==> src/rtl/prog_run_sequencer_pkg.sv <==
// ---------------------------------------------------------------------------
// prog_seq_pkg
// Shared types and sizing helpers for the program run sequencer.
//   seq_state_t   : sequencer FSM states
//   progIdxWidth  : width of a program index for a given program count (min 1)
//   PW            : program index width for the default configuration
// ---------------------------------------------------------------------------
package prog_seq_pkg;

  typedef enum logic [1:0] {
    S_IDLE,
    S_START,
    S_RUN,
    S_DONE
  } seq_state_t;

  // A single program still needs a one-bit index port.
  function automatic int progIdxWidth(input int n);
    return (n <= 1) ? 1 : $clog2(n);
  endfunction

  localparam int DEF_NUM_PROGS = 3;
  localparam int PW            = progIdxWidth(DEF_NUM_PROGS);

endpackage

==> src/rtl/prog_run_sequencer_cycle_timer.sv <==
// ---------------------------------------------------------------------------
// cycle_timer
// Up-counter used by the sequencer to time the START and RUN phases.
//   i_clk      : clock, posedge
//   i_rst      : asynchronous reset, active high
//   i_clr      : synchronous clear to zero (wins over i_en)
//   i_en       : count this cycle
//   i_limit    : phase length in cycles
//   o_count    : cycles counted so far in this phase (excluding the current one)
//   o_atLimit  : high while enabled in the cycle that is the i_limit-th one
// ---------------------------------------------------------------------------
module cycle_timer #(
  parameter int W = 16
) (
  input  logic         i_clk,
  input  logic         i_rst,
  input  logic         i_clr,
  input  logic         i_en,
  input  logic [W-1:0] i_limit,
  output logic [W-1:0] o_count,
  output logic         o_atLimit
);

  logic [W-1:0] r_count;
  logic [W-1:0] w_countPlusOne;

  assign w_countPlusOne = r_count + W'(1);
  // Counting the current cycle as well, so the flag rises on the last cycle
  // of the phase rather than one cycle after it.
  assign o_atLimit      = i_en && (w_countPlusOne == i_limit);
  assign o_count        = r_count;

  always_ff @(posedge i_clk or posedge i_rst) begin
    if (i_rst) begin
      r_count <= '0;
    end else if (i_clr) begin
      r_count <= '0;
    end else if (i_en) begin
      r_count <= w_countPlusOne;
    end
  end

endmodule

==> src/rtl/prog_run_sequencer.sv <==
// ---------------------------------------------------------------------------
// prog_run_sequencer
// Upstream run controller for the core: on Go it starts programs
// 0..NUM_PROGS-1 back to back, pulsing the core Start for START_CYCLES
// cycles, waiting for the core Ack, recording each program's RUN-cycle count
// and aborting the run when a program exceeds TIMEOUT RUN cycles.
//   i_clk       : clock, posedge
//   i_rst       : asynchronous reset, active high
//   i_go        : run request, level-sampled in IDLE only
//   i_coreAck   : core done flag, only honoured in RUN
//   o_coreStart : core Start input
//   o_progIdx   : index of the current / last program
//   o_progDone  : one-cycle pulse after a program is acked
//   o_cycleCnt  : RUN-cycle count of the last acked program
//   o_busy      : high in START or RUN
//   o_done      : one-cycle pulse when a run finishes or aborts
//   o_timedOut  : sticky, last run aborted on timeout
// ---------------------------------------------------------------------------
module prog_run_sequencer
  import prog_seq_pkg::*;
#(
  parameter int               NUM_PROGS    = 3,
  parameter int               START_CYCLES = 2,
  parameter int               CYC_W        = 16,
  parameter logic [CYC_W-1:0] TIMEOUT      = CYC_W'(4000),
  localparam int              IDX_W        = progIdxWidth(NUM_PROGS)
) (
  input  logic             i_clk,
  input  logic             i_rst,
  input  logic             i_go,
  input  logic             i_coreAck,
  output logic             o_coreStart,
  output logic [IDX_W-1:0] o_progIdx,
  output logic             o_progDone,
  output logic [CYC_W-1:0] o_cycleCnt,
  output logic             o_busy,
  output logic             o_done,
  output logic             o_timedOut
);

  localparam logic [IDX_W-1:0] LAST_IDX = IDX_W'(NUM_PROGS - 1);

  seq_state_t       r_state;
  seq_state_t       w_nextState;
  logic             r_coreStart;
  logic [IDX_W-1:0] r_progIdx;
  logic             r_progDone;
  logic [CYC_W-1:0] r_cycleCnt;
  logic             r_busy;
  logic             r_done;
  logic             r_timedOut;

  logic             w_startAtLimit;
  logic [CYC_W-1:0] w_unusedStartCount;
  logic             w_runAtLimit;
  logic [CYC_W-1:0] w_runCount;
  logic [CYC_W-1:0] w_runCountNow;
  logic             w_ackNow;
  logic             w_timeoutNow;
  logic             w_goNow;

  // Each timer is held at zero outside its own phase, so entering the phase
  // always starts a fresh count.
  cycle_timer #(.W(CYC_W)) u_startTimer (
    .i_clk     (i_clk),
    .i_rst     (i_rst),
    .i_clr     (r_state != S_START),
    .i_en      (r_state == S_START),
    .i_limit   (CYC_W'(START_CYCLES)),
    .o_count   (w_unusedStartCount),
    .o_atLimit (w_startAtLimit)
  );

  cycle_timer #(.W(CYC_W)) u_runTimer (
    .i_clk     (i_clk),
    .i_rst     (i_rst),
    .i_clr     (r_state != S_RUN),
    .i_en      (r_state == S_RUN),
    .i_limit   (TIMEOUT),
    .o_count   (w_runCount),
    .o_atLimit (w_runAtLimit)
  );

  // The reported count includes the cycle in which Ack arrives.
  assign w_runCountNow = w_runCount + CYC_W'(1);
  assign w_goNow       = (r_state == S_IDLE) && i_go;
  assign w_ackNow      = (r_state == S_RUN) && i_coreAck;
  // Ack beats the timeout when both land on the same cycle.
  assign w_timeoutNow  = (r_state == S_RUN) && !i_coreAck && w_runAtLimit;

  always_comb begin
    w_nextState = r_state;
    unique case (r_state)
      S_IDLE:  if (i_go) w_nextState = S_START;
      S_START: if (w_startAtLimit) w_nextState = S_RUN;
      S_RUN: begin
        if (i_coreAck) begin
          w_nextState = (r_progIdx == LAST_IDX) ? S_DONE : S_START;
        end else if (w_runAtLimit) begin
          w_nextState = S_DONE;
        end
      end
      S_DONE:  w_nextState = S_IDLE;
      default: w_nextState = S_IDLE;
    endcase
  end

  // Outputs are decoded from the next state so they are registered yet line
  // up with the state they describe.
  always_ff @(posedge i_clk or posedge i_rst) begin
    if (i_rst) begin
      r_state     <= S_IDLE;
      r_coreStart <= 1'b0;
      r_progIdx   <= '0;
      r_progDone  <= 1'b0;
      r_cycleCnt  <= '0;
      r_busy      <= 1'b0;
      r_done      <= 1'b0;
      r_timedOut  <= 1'b0;
    end else begin
      r_state     <= w_nextState;
      r_coreStart <= (w_nextState == S_START);
      r_busy      <= (w_nextState == S_START) || (w_nextState == S_RUN);
      r_done      <= (w_nextState == S_DONE);
      r_progDone  <= w_ackNow;
      if (w_goNow) begin
        r_progIdx  <= '0;
        r_timedOut <= 1'b0;
      end
      if (w_ackNow) begin
        r_cycleCnt <= w_runCountNow;
        if (r_progIdx != LAST_IDX) begin
          r_progIdx <= r_progIdx + IDX_W'(1);
        end
      end
      if (w_timeoutNow) begin
        r_timedOut <= 1'b1;
      end
    end
  end

  assign o_coreStart = r_coreStart;
  assign o_progIdx   = r_progIdx;
  assign o_progDone  = r_progDone;
  assign o_cycleCnt  = r_cycleCnt;
  assign o_busy      = r_busy;
  assign o_done      = r_done;
  assign o_timedOut  = r_timedOut;

endmodule
==> config.mk <==
export PLATFORM = sky130hd
export DESIGN_NAME = prog_run_sequencer
export DESIGN_NICKNAME = d
export VERILOG_FILES = /design/src/rtl/prog_run_sequencer_pkg.sv /design/src/rtl/prog_run_sequencer_cycle_timer.sv /design/src/rtl/prog_run_sequencer.sv
export SDC_FILE = /design/constraint.sdc
export NUM_CORES = 1
export LEC_CHECK = 0
export CAP_MARGIN = 20
export CORE_ASPECT_RATIO = 0.8
export CORE_MARGIN = 2
export CORE_UTILIZATION = 51
export DETAILED_ROUTE_END_ITERATION = 16
export HOLD_SLACK_MARGIN = 0.05
export PLACE_DENSITY = 0.86
export SETUP_SLACK_MARGIN = 0.5
export SYNTH_ARGS = -nofsm -noshare
export SYNTH_HDL_FRONTEND = slang
export SYNTH_SLANG_ARGS = --single-unit
export TNS_END_PERCENT = 10
==> constraint.sdc <==
create_clock -name i_clk -period 2.2 [get_ports i_clk]
set_input_delay 0.44 -clock i_clk [delete_from_list [all_inputs] [get_ports i_clk]]
set_output_delay 0.44 -clock i_clk [all_outputs]
set_load 0.1 [all_outputs]
==> impl_metrics.json <==
{
  "core_mm2": 0.005405,
  "rsz0062_at_grt": "yes",
  "relSlewSlack": 0.7049,
  "drcViolationCount": 0,
  "worstSetupEndpointType": "flip-flop",
  "grt_pass1_wl_um": 13610,
  "ys_types": 49,
  "htreeDepth": 3,
  "synth_top_area_frac": 0.5051,
  "outcome": "finished, violations left",
  "fillCellCount": 304,
  "fin_crit_ns": 2.404,
  "peakVddDrop_mv": 0.5346,
  "ioPinCount": 27,
  "nets": 387,
  "dr.pass1.iters": 8,
  "clk_pin_slew_ns": 0.07,
  "cts.sinks": 57,
  "avgSynthCellArea_um2": 9.573,
  "syn2layout_area_growth_pct": 42.45,
  "fin_hold_ws_ns": 0.4622,
  "dr.first_iter.drc_count": 389,
  "maxCapViolations": 0,
  "cts_made_buffers": 9,
  "seq_area_mm2": 0.001430,
  "power_leakage_uw": 0.001882,
  "vias": 2859,
  "period_share": 1.093,
  "place_area_mm2": 0.003525,
  "wl_per_cell_um": 21.41,
  "layout_commonest_cell": "buf_4",
  "grt_pass1_vias": 2733,
  "hold_viol_final": 0,
  "worstPathRequired_ns": 2.44,
  "cp_max_fo": 4,
  "grt_max_degree": 58,
  "dp_hpwl_um": 4773,
  "gp_congestion": 0.9386,
  "synth-main-ff-cell": "dfrtp_1",
  "multi_input_area_mm2": 0.001583,
  "finalClockSkew_ns": 0.01164,
  "ys_seq_elements": 57,
  "setup_slack_ns": -0.2045,
  "cp-start-kind": "flip-flop",
  "p_per_area_mw_per_mm2": 817.8,
  "synth_edf_count": 0,
  "die_h_um": 70.56,
  "postCtsHoldBufs": 0,
  "clock.fmax_ghz": 0.4159,
  "vias_per_cell": 6.396,
  "criticalPathCategory": "reg2reg",
  "port_buffers": 26,
  "track_usage": 0.2957,
  "ctsLongestPathBuffers": 2,
  "detail-route-antenna-nets": 0,
  "initial_core_util": 0.5225,
  "syn_nets": 304,
  "syn_area_mm2": 0.002824,
  "dieArea_mm2": 0.006152,
  "worstMarginPinSlew_ns": 0.4417,
  "violations": "setup timing",
  "n_antenna_cell": 0,
  "drive_above_1_share": 0.3717,
  "yosys_warnings": 0,
  "cts_tree": "yes",
  "grt.overflow.total": 0,
  "die_w_um": 87.20,
  "rows": 24,
  "synth_area_leaders": "dfrtp_1 51%, xnor2_1 5.6%, nor2_1 5.3%",
  "cp.arrival_ns": 2.64,
  "ys_async_sr_fraction": 1.000,
  "wirelength_um": 9572,
  "final_cell_mix": "78 x buf_4, 54 x dfrtp_1, 38 x nor2_1, 33 x nand2_1, 18 x o21ai_0",
  "cts-root-buf": "clkbuf_8",
  "synth_area_leader_cell": "dfrtp_1",
  "antenna_found_initial": 0,
  "clock_latency_ns": 0.35,
  "slew_violations": 0,
  "worstHoldPathType": "in2async",
  "synth-seq-area-share": 0.5051,
  "final_cell_area_mm2": 0.004023,
  "syn_inst": 295,
  "finalSetupViolCount": 4
}
-- cell type report --
cell class                      count  area share
Inverter                            9    0.008398
Clock buffer                       13     0.04448
Timing Repair Buffer               86      0.1692
Clock inverter                      2    0.008709
Tap cell                           65     0.02022
Sequential cell                    57      0.3555
Multi-Input combinational cell    215      0.3935
-- per-stage QoR --
stage | utilization | TNS [ns] | worst slack (ns) | total power [uW] | instances
finish | 0.7442 | -0.5922 | -0.2045 | 3290 | 447
floorplan | - | -0.07830 | -0.07830 | 1851 | 295
CTS | 0.7190 | -0.1783 | -0.1216 | 3205 | 446
global route | 0.7442 | -1.022 | -0.3793 | 3413 | 447
detailed placement | 0.6521 | -0.2242 | -0.1589 | 2145 | 429
global placement | 0.6521 | -0.06834 | -0.06834 | 2117 | 429
-- repair_timing --
| item | CTS | global route |
|---|---|---|
| endpoints found under the hold margin | 0 | 0 |
| pin swaps | 10 | 12 |
| setup buffers | 2 | 1 |
| setup endpoints to repair | 7 | 21 |
| gates resized for setup | 23 | 24 |
-- layer usage --
metal  track usage  up-vias  share of wire
met3       0.08985       68           0.11
met2        0.4673      245           0.45
met5             0        -              0
met1        0.3580     1371           0.38
met4        0.1744        0          0.062
li1              -     1175              -
-- worst paths after layout --
path | cells past startpoint | slack, ns | end | start
max | 9 | -0.20 | o_busy | u_startTimer.o_count[0]
min | 3 | 0.46 | u_runTimer.o_count[3] | i_rst
max reg2reg | 9 | -0.20 | o_busy | u_startTimer.o_count[0]
min reg2reg | 2 | 0.48 | o_cycleCnt[5] | o_cycleCnt[5]
max in group asynchronous | 3 | 1.45 | u_startTimer.o_count[4] | i_rst
min in group i_clk | 2 | 0.48 | o_cycleCnt[5] | o_cycleCnt[5]
-- flip-flops by register name (all words and copies together), names as in the netlist --
| name | count |
|---|---|
| o_busy | 1 |
| o_coreStart | 1 |
| o_cycleCnt | 16 |
| o_done | 1 |
| o_progDone | 1 |
| o_progIdx | 2 |
| o_timedOut | 1 |
| r_state | 2 |
| u_runTimer.o_count | 16 |
| u_startTimer.o_count | 16 |
-- power breakdown --
group / internal [uW] / switching (uW) / total, uW
Clock: 638 / 416 / 1050
Sequential: 1130 / 78.2 / 1210
Combinational: 322 / 701 / 1020
-- critical path: stages (launching register included) --
cell and delay, ns:
dfrtp_1 0.39, ha_2 0.23, or4_4 0.45, nand2_1 0.09, o211a_1 0.18, o2111ai_2 0.15, nor4b_4 0.37, a21oi_1 0.12
ha_1 0.29, inv_1 0.04
-- logic make-up after synthesis --
| kind of cell | Yosys count | synth area share |
|---|---|---|
| mux | 2 | 0.007532 |
| simple gates | 135 | 0.2446 |
| compound gates | 45 | 0.09925 |
| xor+xnor | 28 | 0.08684 |
| flops | 57 | 0.5051 |
| buf+inv | 23 | 0.03455 |
| fa+ha+maj | 5 | 0.02215 |
-- synthesized netlist by cell type, types with 2 or more instances --
cell and number:
dfrtp_1 57, nor3_1 6, xor2_1 10, o21bai_1 2
o22ai_1 2, o21ai_0 21, buf_2 3, nand2_1 36
xnor2_1 18, a21oi_1 6, ha_1 5, clkbuf_1 9
nand4_1 3, a21o_1 2, or2_2 2, buf_4 2
nor2_1 40, and3_1 3, nor4_1 8, inv_1 9
nand3_1 19, and2_1 2, a22o_1 2, nand2b_1 2
a31oi_1 2
Note: power is estimated with default switching activity, not from simulation.
==> RTL change 1, RTL diff (same flow settings) <==
Put one more register stage on the output `o_cycleCnt`, cleared by the reset. The value now appears one clock later. The other outputs are not delayed to match. Comments in the files are not updated.
--- a/src/rtl/prog_run_sequencer.sv
+++ b/src/rtl/prog_run_sequencer.sv
@@ -142,7 +142,13 @@
   assign o_coreStart = r_coreStart;
   assign o_progIdx   = r_progIdx;
   assign o_progDone  = r_progDone;
-  assign o_cycleCnt  = r_cycleCnt;
+  always_ff @(posedge i_clk or posedge i_rst) begin
+    if (i_rst) begin
+      o_cycleCnt <= '0;
+    end else begin
+      o_cycleCnt <= r_cycleCnt;
+    end
+  end
   assign o_busy      = r_busy;
   assign o_done      = r_done;
   assign o_timedOut  = r_timedOut;
Formal check against the unedited RTL: not equivalent (a bounded check fails within 10 cycles, from zero or initial values and one cycle with i_rst high).
==> RTL change 1 against the original RTL <==
The run still ends with negative setup slack left. Worst setup slack gained 0.022 ns. Combinational power shrank 3%. Sequential power grew 27%. Non-clock buffer count shrank 19. Final area grew 3.5%. Global-route usage shrank 8.1 points. Synthesized area grew 13%. Utilization shrank 4.7 points. Power grew 11%. Count of clock-buffer cells in the layout shrank 3. Wire length shrank 23%. Sequential cell count grew 16.
==> RTL change 1: results <==
export IMPL_slowest_delay_ns=0.43
export IMPL_wl_per_cell_um=16.09
export IMPL_crit_path_top_delay_cell="dfrtp_1"
export IMPL_synth_common_cells="dfrtp_1 (73), nor2_1 (41), nand2_1 (37)"
export IMPL_yosysUniqueCellTypes=44
export IMPL_grt_pass1_wl_um=11360
export IMPL_use_met2_pct=36.74
export IMPL_synth_adder_area_share_pct=1.962
export IMPL_synth_xor_area_share_pct=7.964
export IMPL_hold_path_class="flip-flop to flip-flop"
export IMPL_cts_setup_buffers=3
export IMPL_place_gp_congestion=0.8565
export IMPL_layout_drive_gt1_share_pct=32.36
export IMPL_dpl_cell_area_um2=3710
export IMPL_status="complete, but fails checks"
export IMPL_cp_data_arrival_time_ns=2.63
export IMPL_dp_slack_ns=-0.09827
export IMPL_gr_usage_met1_pct=27.51
export IMPL_violations="negative setup slack"
export IMPL_grt_max_degree=74
export IMPL_setup_violations=2
export IMPL_rr_startpoint="u_startTimer.o_count[1]$_DFF_PP0_"
export IMPL_grt_pass1_vias=2398
export IMPL_reg2reg_depth=10
export IMPL_ys_seq_area_share_pct=57.28
export IMPL_slew_headroom_pct=72.86
export IMPL_drt_initial_drc_count=235
export IMPL_grt_usage_pct=21.45
export IMPL_nets=381
export IMPL_dp_hpwl_um=4265
export IMPL_synth_compound_area_share_pct=7.258
export IMPL_fin_ws_ns=-0.1827
-- RTL change 1: report_power, final --
part / switching [mW] / total [mW] / internal (mW)
logic: 0.689 / 0.985 / 0.295
registers: 0.0892 / 1.54 / 1.45
clock network: 0.486 / 1.12 / 0.633
total: 1.26 / 3.64 / 2.38
-- RTL change 1: per-stage QoR --
stage	utilization (%)	std cells	setup TNS, ns
finish	69.72	458	-0.2475
global route	69.72	458	-0.6372
global placement	62.09	434	0
floorplan	-	305	-0.07778
detailed placement	62.09	434	-0.09827
CTS	66.58	453	0
-- RTL change 1: cell type report --
class                           instances  area [um^2]  area share (%)
Clock inverter                          6        82.58           1.983
Tap cell                               81        101.3           2.433
Multi-Input combinational cell        210         1446           34.73
Inverter                               11        45.04           1.081
Sequential cell                        73         1832           43.98
Clock buffer                           10        127.6           3.064
Timing Repair Buffer                   67        530.5           12.74
-- RTL change 1: per-layer routing --
layer | share of wire [%] | wire, um | vias up
li1 | - | - | 1163
met1 | 43 | 3174 | 1241
met2 | 50 | 3679 | 93
met3 | 5.1 | 374 | 15
met4 | 1.9 | 140 | 0
met5 | 0 | 0 | -
-- RTL change 1: how the worst max path moves through the flow --
stage                                           start                to  slack, ns  cells past startpoint
floorplan             u_runTimer.o_count[0]$_DFF_PP0_  o_busy$_DFF_PP0_      -0.08                      9
global placement      u_runTimer.o_count[0]$_DFF_PP0_  o_busy$_DFF_PP0_      0.004                      9
detailed placement  u_startTimer.o_count[0]$_DFF_PP0_  o_busy$_DFF_PP0_       -0.1                      9
CTS                 u_startTimer.o_count[0]$_DFF_PP0_  o_busy$_DFF_PP0_     0.0006                      9
global route        u_startTimer.o_count[6]$_DFF_PP0_  o_busy$_DFF_PP0_      -0.27                      9
finish              u_startTimer.o_count[1]$_DFF_PP0_  o_busy$_DFF_PP0_      -0.18                     10
==> RTL change 2, RTL diff (config.mk and constraints unchanged) <==
Without the edit above. The parameter `NUM_PROGS` goes from 3 to 6.
--- a/src/rtl/prog_run_sequencer.sv
+++ b/src/rtl/prog_run_sequencer.sv
@@ -19,7 +19,7 @@
 module prog_run_sequencer
   import prog_seq_pkg::*;
 #(
-  parameter int               NUM_PROGS    = 3,
+  parameter int               NUM_PROGS    = 6,
   parameter int               START_CYCLES = 2,
   parameter int               CYC_W        = 16,
   parameter logic [CYC_W-1:0] TIMEOUT      = CYC_W'(4000),
Ports: changed (resized o_progIdx); port bits go from 27 to 28. No check against the original RTL was run, so the function may have changed too.
==> RTL change 2 against the original RTL <==
The run still ends with negative setup slack left. Synthesized cell count shrank 3.4%. Final area shrank 7.5%. Largest cell class unchanged. Worst setup slack gained 0.096 ns. Wire length shrank 36%. Synthesized area grew 1.1%. Count of clock-buffer cells in the layout grew 1. Power shrank 3.4%. Utilization shrank 5.9 points. Sequential cell count grew 1.
==> RTL change 2: results <==
export IMPL_maxCapViolCount=0
export IMPL_ys_seq_area_share_pct=50.83
export IMPL_cp_data_arrival_time_ns=2.52
export IMPL_clock_power_share_pct=27.9
export IMPL_place_gp_congestion=0.8545
export IMPL_vias_per_cell=5.293
export IMPL_dr_wl_met3_um=338
export IMPL_gr_usage_met1_pct=30.89
export IMPL_p_sw_share_pct=37.42
export IMPL_clk_pin_slew_worst_paths_ns=0.06
export IMPL_place_inst=400
export IMPL_skew_ns=0.004948
export IMPL_nets=359
export IMPL_hold_path_class="flip-flop to flip-flop"
export IMPL_dr_pass1_iters=4
export IMPL_cts_made_buffers=9
export IMPL_synth_area_leaders="dfrtp_1 (51%), nor2_1 (5.4%), xnor2_1 (4.9%), nand2_1 (4.1%), xor2_1 (4.0%)"
export IMPL_p_per_area_nw_per_um2=854.2
export IMPL_status="complete, but fails checks"
export IMPL_synthArstFlopShare_pct=100.0
export IMPL_use_met2_pct=29.88
export IMPL_p_leak_nw=1.645
export IMPL_vias=2276
export IMPL_grt_pass1_vias=2141
export IMPL_syn_area_per_cell_um2=10.02
export IMPL_clock_latency_ns=0.33
export IMPL_violations="negative setup slack"
export IMPL_wl_met1_um=2885
export IMPL_grt_usage_pct=20.96
export IMPL_peakVddDrop_mv=0.8044
export IMPL_antenna_found_initial=0
export IMPL_synth_common_cells="dfrtp_1 (58), nor2_1 (41), nand2_1 (31)"
export IMPL_port_buffers=27
export IMPL_sequentialPower_mw=1.27
export IMPL_worstPathMaxFanout=6
export IMPL_fin_ws_ns=-0.1080
export IMPL_syn_num_nets=297
export IMPL_drt_initial_drc_count=191
export IMPL_grt_max_degree=32
export IMPL_dr_wl_met2_um=2808
export IMPL_grt_pass1_wl_um=10040
export IMPL_dp_hpwl_um=4063
export IMPL_wl_per_cell_um=14.22
export IMPL_fillCellCount=352
export IMPL_slew_headroom_pct=74.52
export IMPL_yosysUniqueCellTypes=50
export IMPL_layout_drive_gt1_share_pct=32.10
export IMPL_met3_usage_pct=5.018
export IMPL_setup_violations=2
## RTL change 2: cell count changes after synthesis, sizes merged, moves of 3 or more
| cell | unedited run | this run |
|---|---|---|
| nand3 | 19 | 14 |
| ha | 5 | 8 |
| xor2 | 10 | 14 |
| buf | 5 | 2 |
| nand4 | 5 | 10 |
| nor4 | 8 | 4 |
| nor2 | 40 | 44 |
| nand2 | 36 | 31 |
## RTL change 2: repair_timing
| item | in CTS | in global routing |
|---|---|---|
| pin swaps | 6 | 17 |
| buffers inserted | 6 | 8 |
| endpoints found under the setup margin | 6 | 8 |
| resized for setup | 4 | 8 |
## RTL change 2: critical path: stages (launching register included)
cell and delay [ns]:
dfrtp_2 0.46, ha_4 0.21, nand2_8 0.09, xor2_1 0.18
a31o_1 0.21, o2111ai_2 0.13, nor4b_2 0.32, buf_4 0.18
o32ai_4 0.08, buf_4 0.16, ha_2 0.18
## RTL change 2: final timing paths
| path | start | to | slack (ns) | depth (start not counted) |
|---|---|---|---|---|
| worst max-delay path | u_startTimer.o_count[1]$_DFF_PP0_ | o_done$_DFF_PP0_ | -0.11 | 10 |
| worst min-delay path | o_cycleCnt[9]$_DFFE_PP0P_ | o_cycleCnt[9]$_DFFE_PP0P_ | 0.48 | 2 |
| worst max register to register | u_startTimer.o_count[1]$_DFF_PP0_ | o_done$_DFF_PP0_ | -0.11 | 10 |
| worst min register to register | o_cycleCnt[9]$_DFFE_PP0P_ | o_cycleCnt[9]$_DFFE_PP0P_ | 0.48 | 2 |
| max in group asynchronous | i_rst | u_runTimer.o_count[6]$_DFF_PP0_ | 1.40 | 3 |
| min in group asynchronous | i_rst | u_startTimer.o_count[3]$_DFF_PP0_ | 0.50 | 3 |
## RTL change 2: layout make-up
type | instances | area share (%)
multi-input combinational | 210 | 40.10
sequential | 58 | 39.26
timing repair buffer | 60 | 12.30
clock buffer | 14 | 4.639
tap | 78 | 2.622
inverter | 8 | 0.8067
clock inverter | 2 | 0.2689
## RTL change 2: cells by family (layout without fill, tap and decap cells)
family                     count (synthesis)  after routing  share of synthesized area (%)
adders and majority gates                  8              8                          3.506
DFF                                       58             58                          50.83
xor gates and xnor gates                  30             30                          9.465
and+or+nand+nor                          125            125                          23.01
AOI/OAI and AO/OA                         43             43                          9.247
muxes                                      4              4                          1.621
buffers and inverters                     17             84                          2.323
## RTL change 2: stage by stage
step / utilization [%] / setup TNS (ns) / cell area [um^2] / setup slack [ns]
5_1_grt: 68.49 / -0.4250 / 3722 / -0.1836
3_3_place_gp: 62.06 / 0 / 3373 / 0.06780
4_1_cts: 66.62 / -0.03163 / 3621 / -0.03163
2_1_floorplan: - / 0 / 2968 / 0.1768
3_5_place_dp: 62.06 / -0.02383 / 3373 / -0.02383
6_report: 68.49 / -0.2020 / 3722 / -0.1080
